$ cat config.mk
export PLATFORM = sky130hd
export DESIGN_NAME = ball_velocity_updater
export DESIGN_NICKNAME = d
export VERILOG_FILES = /design/src/rtl/ball_pkg.sv /design/src/rtl/speed_clamp.sv /design/src/rtl/ball_velocity_updater.sv
export SDC_FILE = /design/constraint.sdc
export NUM_CORES = 1
export LEC_CHECK = 0
export BUFFER_PORTS_ARGS = -buffer_cell sky130_fd_sc_hd__buf_2
export CAP_MARGIN = 20
export CORE_UTILIZATION = 41
export DETAILED_ROUTE_END_ITERATION = 12
export PLACE_DENSITY = 0.78
export SKIP_LAST_GASP = 1
export SLEW_MARGIN = 20
export SYNTH_ARGS = -nofsm -noshare
export SYNTH_HDL_FRONTEND = slang
export SYNTH_HIERARCHICAL = 1
export SYNTH_SLANG_ARGS = --single-unit
$ cat constraint.sdc
create_clock -name vsync -period 3.9 [get_ports vsync]
set_input_delay 0.39 -clock vsync [delete_from_list [all_inputs] [get_ports vsync]]
set_output_delay 0.39 -clock vsync [all_outputs]
set_load 0.03 [all_outputs]
$ cat src/rtl/ball_pkg.sv
// Shared types and helpers for the per-ball velocity updater.
// Speeds are 11-bit two's complement. Arithmetic is done at 14 bits, which
// holds the sum of up to eight full-range sources without wrapping.
package ball_pkg;

  localparam int SPEED_W        = 11;
  localparam int SUM_W          = 14;
  localparam int MAX_BALL_SPEED = 20;

  typedef enum logic [1:0] {
    REST    = 2'd0,
    MOVING  = 2'd1,
    HOLDOFF = 2'd2
  } ball_state_e;

  // Sign-extend an 11-bit speed to the arithmetic width.
  function automatic logic signed [SUM_W-1:0] sext_speed(input logic [SPEED_W-1:0] v);
    return SUM_W'(signed'(v));
  endfunction

  // Saturate any value that fits the arithmetic width to +/-max_mag.
  // Narrower inputs are sign-extended by the caller, so this covers every width in use.
  function automatic logic signed [SPEED_W-1:0] sat_speed(input logic signed [SUM_W-1:0] v,
                                                          input int max_mag);
    logic signed [SUM_W-1:0] hi;
    hi = SUM_W'(max_mag);
    if (v > hi)       return SPEED_W'(hi);
    else if (v < -hi) return SPEED_W'(-hi);
    return SPEED_W'(v);
  endfunction

endpackage

$ cat src/rtl/speed_clamp.sv
// Combinational saturator for one speed component.
module speed_clamp
  import ball_pkg::*;
#(
  parameter int MAX_SPEED = 20
) (
  input  logic signed [SUM_W-1:0]   raw_i,
  output logic signed [SPEED_W-1:0] clamped_o
);

  assign clamped_o = sat_speed(raw_i, MAX_SPEED);

endmodule

$ cat src/rtl/ball_velocity_updater.sv
// Authoritative x/y speed of one ball. Each frame (vsync edge) one update is
// chosen: cue strike, then an accepted collision report, then friction decay.
// The chosen speed is clamped and registered together with ack/drop pulses.
// Optional: define COLLISION_SUM_EN to sum all simultaneous collision reports
// instead of taking the lowest-index one.
module ball_velocity_updater
  import ball_pkg::*;
#(
  parameter int NUM_SRC        = 3,
  parameter int MAX_BALL_SPEED = 20,
  parameter int HOLDOFF_FRAMES = 5,
  parameter int STOP_FRAMES    = 2
) (
  input  logic                       vsync,
  input  logic                       reset_n,
  input  logic [NUM_SRC-1:0]         collided,
  input  logic [SPEED_W*NUM_SRC-1:0] coll_xspeed,
  input  logic [SPEED_W*NUM_SRC-1:0] coll_yspeed,
  input  logic                       cue_hit,
  input  logic [SPEED_W-1:0]         cue_xspeed,
  input  logic [SPEED_W-1:0]         cue_yspeed,
  input  logic [SPEED_W-1:0]         fric_xspeed,
  input  logic [SPEED_W-1:0]         fric_yspeed,
  output logic [SPEED_W-1:0]         xspeed,
  output logic [SPEED_W-1:0]         yspeed,
  output logic                       moving,
  output logic [NUM_SRC-1:0]         coll_ack,
  output logic                       coll_dropped
);

  localparam int HW = $clog2(HOLDOFF_FRAMES) + 1;
  localparam int ZW = $clog2(STOP_FRAMES) + 1;

  logic [NUM_SRC-1:0][SPEED_W-1:0] cx, cy;
  assign cx = coll_xspeed;
  assign cy = coll_yspeed;

  ball_state_e               state_q;
  logic [HW-1:0]             hold_q;
  logic [ZW-1:0]             zcnt_q;
  logic [SPEED_W-1:0]        xs_q, ys_q;
  logic [NUM_SRC-1:0]        ack_q, ack_d;
  logic                      drop_q, drop_d;

  logic signed [SUM_W-1:0]   raw_x, raw_y;
  logic signed [SPEED_W-1:0] clx, cly;
  logic                      take_coll;
  logic                      found;
  logic                      spd_zero;

  // Pick this frame's raw speed and the ack/drop pulses that go with it.
  always_comb begin
    raw_x     = '0;
    raw_y     = '0;
    ack_d     = '0;
    drop_d    = 1'b0;
    take_coll = 1'b0;
    found     = 1'b0;
    if (cue_hit) begin
      raw_x  = sext_speed(cue_xspeed);
      raw_y  = sext_speed(cue_yspeed);
      drop_d = |collided;
    end else if (|collided && state_q != HOLDOFF) begin
      take_coll = 1'b1;
`ifdef COLLISION_SUM_EN
      for (int i = 0; i < NUM_SRC; i++) begin
        if (collided[i]) begin
          raw_x = raw_x + sext_speed(cx[i]);
          raw_y = raw_y + sext_speed(cy[i]);
        end
      end
      ack_d = collided;
`else
      for (int i = 0; i < NUM_SRC; i++) begin
        if (collided[i] && !found) begin
          found    = 1'b1;
          raw_x    = sext_speed(cx[i]);
          raw_y    = sext_speed(cy[i]);
          ack_d[i] = 1'b1;
        end
      end
      drop_d = |(collided & ~ack_d);
`endif
    end else begin
      // Reports arriving during holdoff land here and are discarded.
      drop_d = |collided;
      if (state_q != REST) begin
        raw_x = sext_speed(fric_xspeed);
        raw_y = sext_speed(fric_yspeed);
      end
    end
  end

  speed_clamp #(.MAX_SPEED(MAX_BALL_SPEED)) u_clamp_x (.raw_i(raw_x), .clamped_o(clx));
  speed_clamp #(.MAX_SPEED(MAX_BALL_SPEED)) u_clamp_y (.raw_i(raw_y), .clamped_o(cly));

  assign spd_zero = (clx == '0) && (cly == '0);

  // Motion FSM plus registered speed and pulse outputs.
  // Holdoff is entered with HOLDOFF_FRAMES-1 and left on the frame the count
  // would reach zero, so the window spans HOLDOFF_FRAMES frames counting the
  // accepting frame itself.
  always_ff @(posedge vsync or negedge reset_n) begin
    if (!reset_n) begin
      state_q <= REST;
      hold_q  <= '0;
      zcnt_q  <= '0;
      xs_q    <= '0;
      ys_q    <= '0;
      ack_q   <= '0;
      drop_q  <= 1'b0;
    end else begin
      xs_q   <= clx;
      ys_q   <= cly;
      ack_q  <= ack_d;
      drop_q <= drop_d;
      if (cue_hit) begin
        state_q <= MOVING;
        hold_q  <= '0;
        zcnt_q  <= '0;
      end else if (take_coll) begin
        zcnt_q <= '0;
        // A zero-speed hit on a resting ball is acked but does not wake it.
        if (!(state_q == REST && spd_zero)) begin
          state_q <= HOLDOFF;
          hold_q  <= HW'(HOLDOFF_FRAMES - 1);
        end
      end else begin
        case (state_q)
          MOVING: begin
            if (spd_zero) begin
              if (zcnt_q >= ZW'(STOP_FRAMES - 1)) begin
                state_q <= REST;
                zcnt_q  <= '0;
              end else begin
                zcnt_q <= zcnt_q + ZW'(1);
              end
            end else begin
              zcnt_q <= '0;
            end
          end
          HOLDOFF: begin
            if (hold_q <= HW'(1)) begin
              hold_q  <= '0;
              state_q <= spd_zero ? REST : MOVING;
            end else begin
              hold_q <= hold_q - HW'(1);
            end
          end
          default: ;
        endcase
      end
    end
  end

  assign xspeed       = xs_q;
  assign yspeed       = ys_q;
  assign moving       = (state_q != REST);
  assign coll_ack     = ack_q;
  assign coll_dropped = drop_q;

endmodule

==> results of run 1 <==
-- cells in the final DEF, fill, tap and decap left out, types with 3 or more instances in the layout --
cell / netlist / final
buf_2: 5 / 142
nand2_1: 53 / 53
o21ai_0: 48 / 38
dfrtp_1: 34 / 34
nor3b_1: 25 / 24
a21oi_1: 24 / 24
a22oi_1: 22 / 22
buf_4: 1 / 19
nor2_1: 13 / 12
inv_1: 11 / 11
o21ai_1: 1 / 10
nor3_1: 5 / 5
nor4_1: 10 / 5
nand4_1: 5 / 5
ha_1: 6 / 5
clkbuf_8: 0 / 5
nor4_2: 1 / 4
and2_1: 3 / 3
o31ai_1: 5 / 3
a41oi_1: 3 / 3
nand4b_1: 3 / 3
a21boi_2: 0 / 3
-- state kept, by name, indices dropped and copies added (netlist names) --
name          cells
coll_dropped      1
yspeed           11
xspeed           11
zcnt_q            2
state_q           2
hold_q            4
coll_ack          3
-- layer usage --
metal,wire [um],vias up,track usage,share of wire
met1,3190,1390,0.296,0.38
met2,4380,141,0.448,0.53
met3,546,17,0.0360,0.066
li1,-,1500,-,-
met4,193,0,0.0982,0.023
met5,0,-,0,0
-- worst max path at each step --
| stage | startpoint | end | slack, ns | cells after the start |
|---|---|---|---|---|
| global route | state_q[0] | state_q[0] | -0.12 | 16 |
| finish | state_q[0] | state_q[0] | 0.09 | 16 |
| detailed placement | collided[2] | state_q[0] | 0.03 | 15 |
| CTS | state_q[0] | state_q[0] | 0.02 | 15 |
| global placement | collided[2] | state_q[0] | 0.17 | 16 |
| floorplan | state_q[0] | state_q[0] | 0.11 | 15 |
-- stage by stage --
stage	utilization	hold slack (ns)	TNS, ns	power [mW]
5_1_grt	0.618	0.218	-0.158	1.36
3_3_place_gp	0.570	0.483	0	0.846
3_5_place_dp	0.570	0.506	0	0.854
4_1_cts	0.593	0.192	0	1.25
6_report	0.618	0.163	0	1.29
2_1_floorplan	-	0.0944	0	0.683
-- where the power goes --
part | switching [mW] | internal (mW)
Combinational | 0.297 | 0.208
Clock | 0.135 | 0.256
Sequential | 0.0117 | 0.382
-- kinds of logic after synthesis --
family,count (synthesis)
compound gates,119
xor+xnor,1
simple gates,130
fa+ha+maj,7
buf+inv,48
flops,34
-- critical path, cell delays in order (launching register included) --
cell and delay [ns]:
dfrtp_1 0.40, inv_1 0.08, ha_2 0.21, nor2_4 0.15, buf_12 0.18, nor3b_2 0.05, a21oi_1 0.14, o21ai_1 0.09
buf_6 0.18, nor4_4 0.35, nand2_1 0.15, o21a_1 0.21, nor4_2 0.37, nand4_1 0.27, o21ai_1 0.17, or4b_1 0.43
o221a_1 0.24
-- repair_timing --
item / CTS / global route
endpoints found under the setup margin: 0 / 4
setup buffers: 0 / 2
hold buffers: 0 / 0
gates resized for setup: 0 / 30
-- cell type report --
cell class	count	area, sq um
fillers	541	2290
multi-input cells	257	1620
repair buffers	167	956
flip-flops and latches	34	851
well taps	75	93.8
clock buffers	5	68.8
clock inverters	3	68.8
inverters	11	41.3
==> flow_summary.ini, run 1 <==
[cts]
clock-sinks = 34
path_clk_slew_ns = 0.07
cts_tree = yes
ctsLongestPathBuffers = 2
cts_root_buf = clkbuf_8
numCtsBuffers = 5
cts_max_level = 2
worst_skew_pair.late_latency_ns = 0.29

[global_route]
grt_max_degree = 53
grt_pass1_wl_um = 12300
grt_overflow_total = 0
grt_pass1_vias = 2795
grtUsageTotal = 0.249
antenna_found_initial = 0

[final_layout]
num-nets-final = 598
area_delta_synth_final_pct = 44.5
antenna_cells = 0
drive_gt1_frac = 0.415
finalInstanceArea_sq_um = 3700
final-instance-count-excl-fill = 552

[logic_synthesis]
synthSimpleGateAreaFrac = 0.273
avgSynthCellArea_sq_um = 7.56
netlist_area_sq_um = 2560
synthArstFlopShare = 1.00
synth_mux_area_frac = 0
yosys_register_bits = 34
synth_top_cell_by_area = dfrtp_1
yosysSeqAreaShare = 0.332
synth_top_area_frac = 0.332
yosysUniqueCellTypes = 39
synth_fa_ha_area_frac = 0.0332
synth_compound_area_frac = 0.283
yosys_warnings = 6
synth_commonest_cells = 53 x nand2_1, 48 x o21ai_0, 34 x dfrtp_1, 29 x clkbuf_1, 25 x nor3b_1
synth-edff-count = 0
synth_nets = 461
synth_most_common_cell = nand2_1
synthTopCellsByArea = dfrtp_1 33%, o21ai_0 9.4%, nand2_1 7.8%, nor3b_1 7.3%, a22oi_1 6.4%
syn_inst = 339
synth_top_family_by_area = compound AO/OA/AOI/OAI gates
synth-main-ff-cell = dfrtp_1
synth_xor_area_frac = 0.00342

[timing]
worst_slew_pin_slew_ns = 0.747
fin_crit_ns = 3.81
finalSetupViolCount = 0
max-slew-margin-rel = 0.502
fin_crit_sh = 0.977
setup_ws_ns = 0.0916
hold_viol = 0
skew_ns = 0.00594
max_clock_freq_mhz = 263
drv_slew = 0

[route]
vias = 3048
routed_via_density = 5.52
drtAntennaViolNets = 0
wl_per_cell_um = 15.1
wirelength_um = 8310
drc_errors = 0
drt_iter0_drc = 171
dr.pass1.iters = 4

[floorplan]
start_util = 0.428
coreArea_sq_um = 5990
num_rows = 28
die_area_sq_um = 6570
pin_count = 143
fp.dieH_um = 81.1
die_x_um = 81.1

[hold_path]
hp-class = in -> async

[worst_setup_path]
critical_path.endpoint_type = flop
reg2reg_to = state_q[0]
critPathLaunchType = flop
regToRegStartpoint = state_q[0]
critical_path_class = reg -> reg
critical_path_arrival_ns = 3.99
critPathMaxFanout = 26
cp.required_ns = 4.08
r2r_cells = 16
r2r_setup_slack_ns = 0.09

[place]
place_area_sq_um = 3410
placement.io_buffers = 142
placed_cells = 541
place_worst_setup_slack_ns = 0.0289
dp_hpwl_um = 6200
gp_congestion = 0.868

[power]
p_per_area_nw_per_um2 = 348
vdd_drop_max_uv = 221
p_leak_nw = 1.68

[status]
run_status = complete, no violations

[job]
maxCapViolations = 0
Note: power is estimated with default switching activity, not from simulation.
==> run 2: changes to the inputs <==
- GPL_TIMING_DRIVEN: default -> 0
==> run 2 against run 1 <==
Effect of this change: the run now ends with negative setup slack left; routed wire length rose by 21%; largest cell class unchanged; non-clock buffer count increased by 42; largest power group unchanged; setup slack worse by 0.14 ns.
==> flow_summary.ini, run 2 (synthesis gave the netlist of run 1 again) <==
[final_layout]
area_delta_synth_final_pct = 64.1
nFillCells = 443
antenna_cells = 0
layout_commonest_cell = buf_2
num-nets-final = 640
drive_gt1_frac = 0.489
final_cell_mix = 145 x buf_2, 53 x nand2_1, 34 x dfrtp_1
finalInstanceArea_sq_um = 4210

[floorplan]
die_x_um = 81.1
coreArea_sq_um = 5990
die_area_sq_um = 6570
num_rows = 28
start_util = 0.428
fp.dieH_um = 81.1
pin_count = 143

[timing]
holdWs_ns = 0.168
max_clock_freq_mhz = 254
drv_slew = 0
hold_viol = 0
setup_ws_ns = -0.0436
finalSetupViolCount = 1
fin_crit_ns = 3.94
fin_crit_sh = 1.01
skew_ns = 0.00855
timing.setup.tns_ns = -0.0436
grt_setup_unrepaired = true
worst_slew_pin_slew_ns = 0.763
max-slew-margin-rel = 0.491

[job]
maxCapViolations = 0

[cts]
path_clk_slew_ns = 0.08
cts_root_buf = clkbuf_8
cts_tree = yes
cts_max_level = 2
clock-sinks = 34
ctsLongestPathBuffers = 2
worst_skew_pair.late_latency_ns = 0.29
numCtsBuffers = 5

[power]
power_frac_clock = 0.284
internal-power_mw = 0.898
p_per_area_nw_per_um2 = 338
p_leak_nw = 1.87
comb_power_share = 0.438
p_sw_mw = 0.523
seqPwrFrac = 0.278
vdd_drop_max_uv = 222
switching_share = 0.368

[place]
placement.io_buffers = 140
dp_hpwl_um = 6790
place_area_sq_um = 3360
gp_congestion = 0.935

[route]
vias = 3398
drt_iter0_drc = 264
routed_via_density = 5.72
wirelength_um = 10100
drc_errors = 0
drtAntennaViolNets = 0
wl_per_cell_um = 17.0
dr.pass1.iters = 5

[worst_setup_path]
reg2reg_to = state_q[0]
critical_path_class = reg -> reg
critPathMaxFanout = 8
critical_path.endpoint_type = flop
critical_path_arrival_ns = 4.12
cp.required_ns = 4.07
r2r_setup_slack_ns = -0.04
critPathLaunchType = flop
crit_start = state_q[0]
r2r_cells = 17
regToRegStartpoint = state_q[0]

[global_route]
grt_max_degree = 35
grt_overflow_total = 0
grtUsageTotal = 0.281
antenna_found_initial = 0
grt_pass1_wl_um = 14100
grt_pass1_vias = 2998

[status]
violations = negative setup slack
run_status = finished with violations

[hold_path]
hp-class = in -> async
-- run 2: changes by cell type in the layout (fill, tap and decap cells not counted), moves of 4 or more --
cell	change
a21oi_1	-4
a21oi_2	+4
buf_4	+11
clkbuf_1	+22
nor3b_1	-6
nor3b_2	+5
nor4_4	+4
o21ai_0	-8
o21ai_1	-8
o21ai_2	+14
-- run 2: cell type report --
type / instances / area, sq um / share of cell area
multi-input cells: 257 / 1900 / 0.453
repair buffers: 172 / 977 / 0.232
flip-flops and latches: 34 / 851 / 0.202
plain buffers: 37 / 200 / 0.0476
well taps: 75 / 93.8 / 0.0223
clock buffers: 5 / 68.8 / 0.0164
clock inverters: 3 / 68.8 / 0.0164
inverters: 11 / 41.3 / 0.00982
-- run 2: worst max path at each step --
| stage | to | slack (ns) |
|---|---|---|
| floorplan | state_q[0] | 0.11 |
| global placement | hold_q[3] | -0.57 |
| detailed placement | hold_q[1] | -0.68 |
| CTS | hold_q[1] | 0.009 |
| global route | state_q[0] | -0.21 |
| finish | state_q[0] | -0.04 |
-- run 2: power groups by stage --
stage          Clock [mW]  Sequential, mW  Combinational (mW)
3_3_place_gp            0           0.400               0.427
3_5_place_dp            0           0.400               0.437
6_report            0.403           0.395               0.622
2_1_floorplan           0           0.451               0.232
5_1_grt             0.420           0.399               0.663
4_1_cts             0.401           0.394               0.463
-- run 2: layer usage --
layer,vias to the layer above,track usage,part of all wire
met4,0,0.121,0.034
met5,-,0,0
met1,1595,0.342,0.39
li1,1588,-,-
met2,186,0.495,0.51
met3,29,0.0371,0.064
-- run 2: metrics by stage --
step | setup slack, ns | utilization | cells | power [mW]
after global routing | -0.208 | 0.702 | 594 | 1.48
final | -0.0436 | 0.702 | 594 | 1.42
after CTS | 0.00873 | 0.599 | 564 | 1.26
after global placement | -0.570 | 0.560 | 554 | 0.828
after detailed placement | -0.679 | 0.560 | 554 | 0.837
after floorplan | 0.110 | - | 339 | 0.683
-- run 2: what timing repair did --
item,in CTS,in global routing
pin swaps,2,25
resized for setup,27,97
setup buffers,2,28
gates cloned,0,2
endpoints found under the setup margin,8,8
hold buffers,0,0
-- run 2: critical path, cell delays in order (launching register included) --
cell,delay (ns)
dfrtp_1,0.44
inv_2,0.12
ha_4,0.16
nor2_4,0.07
buf_6,0.16
clkbuf_2,0.15
nor3b_1,0.19
a21oi_1,0.09
o21ai_2,0.21
nand4_1,0.21
buf_4,0.21
nor4_4,0.25
a41oi_2,0.10
nor4_4,0.31
nand4_1,0.28
o21ai_1,0.19
or4b_4,0.46
o221a_1,0.23
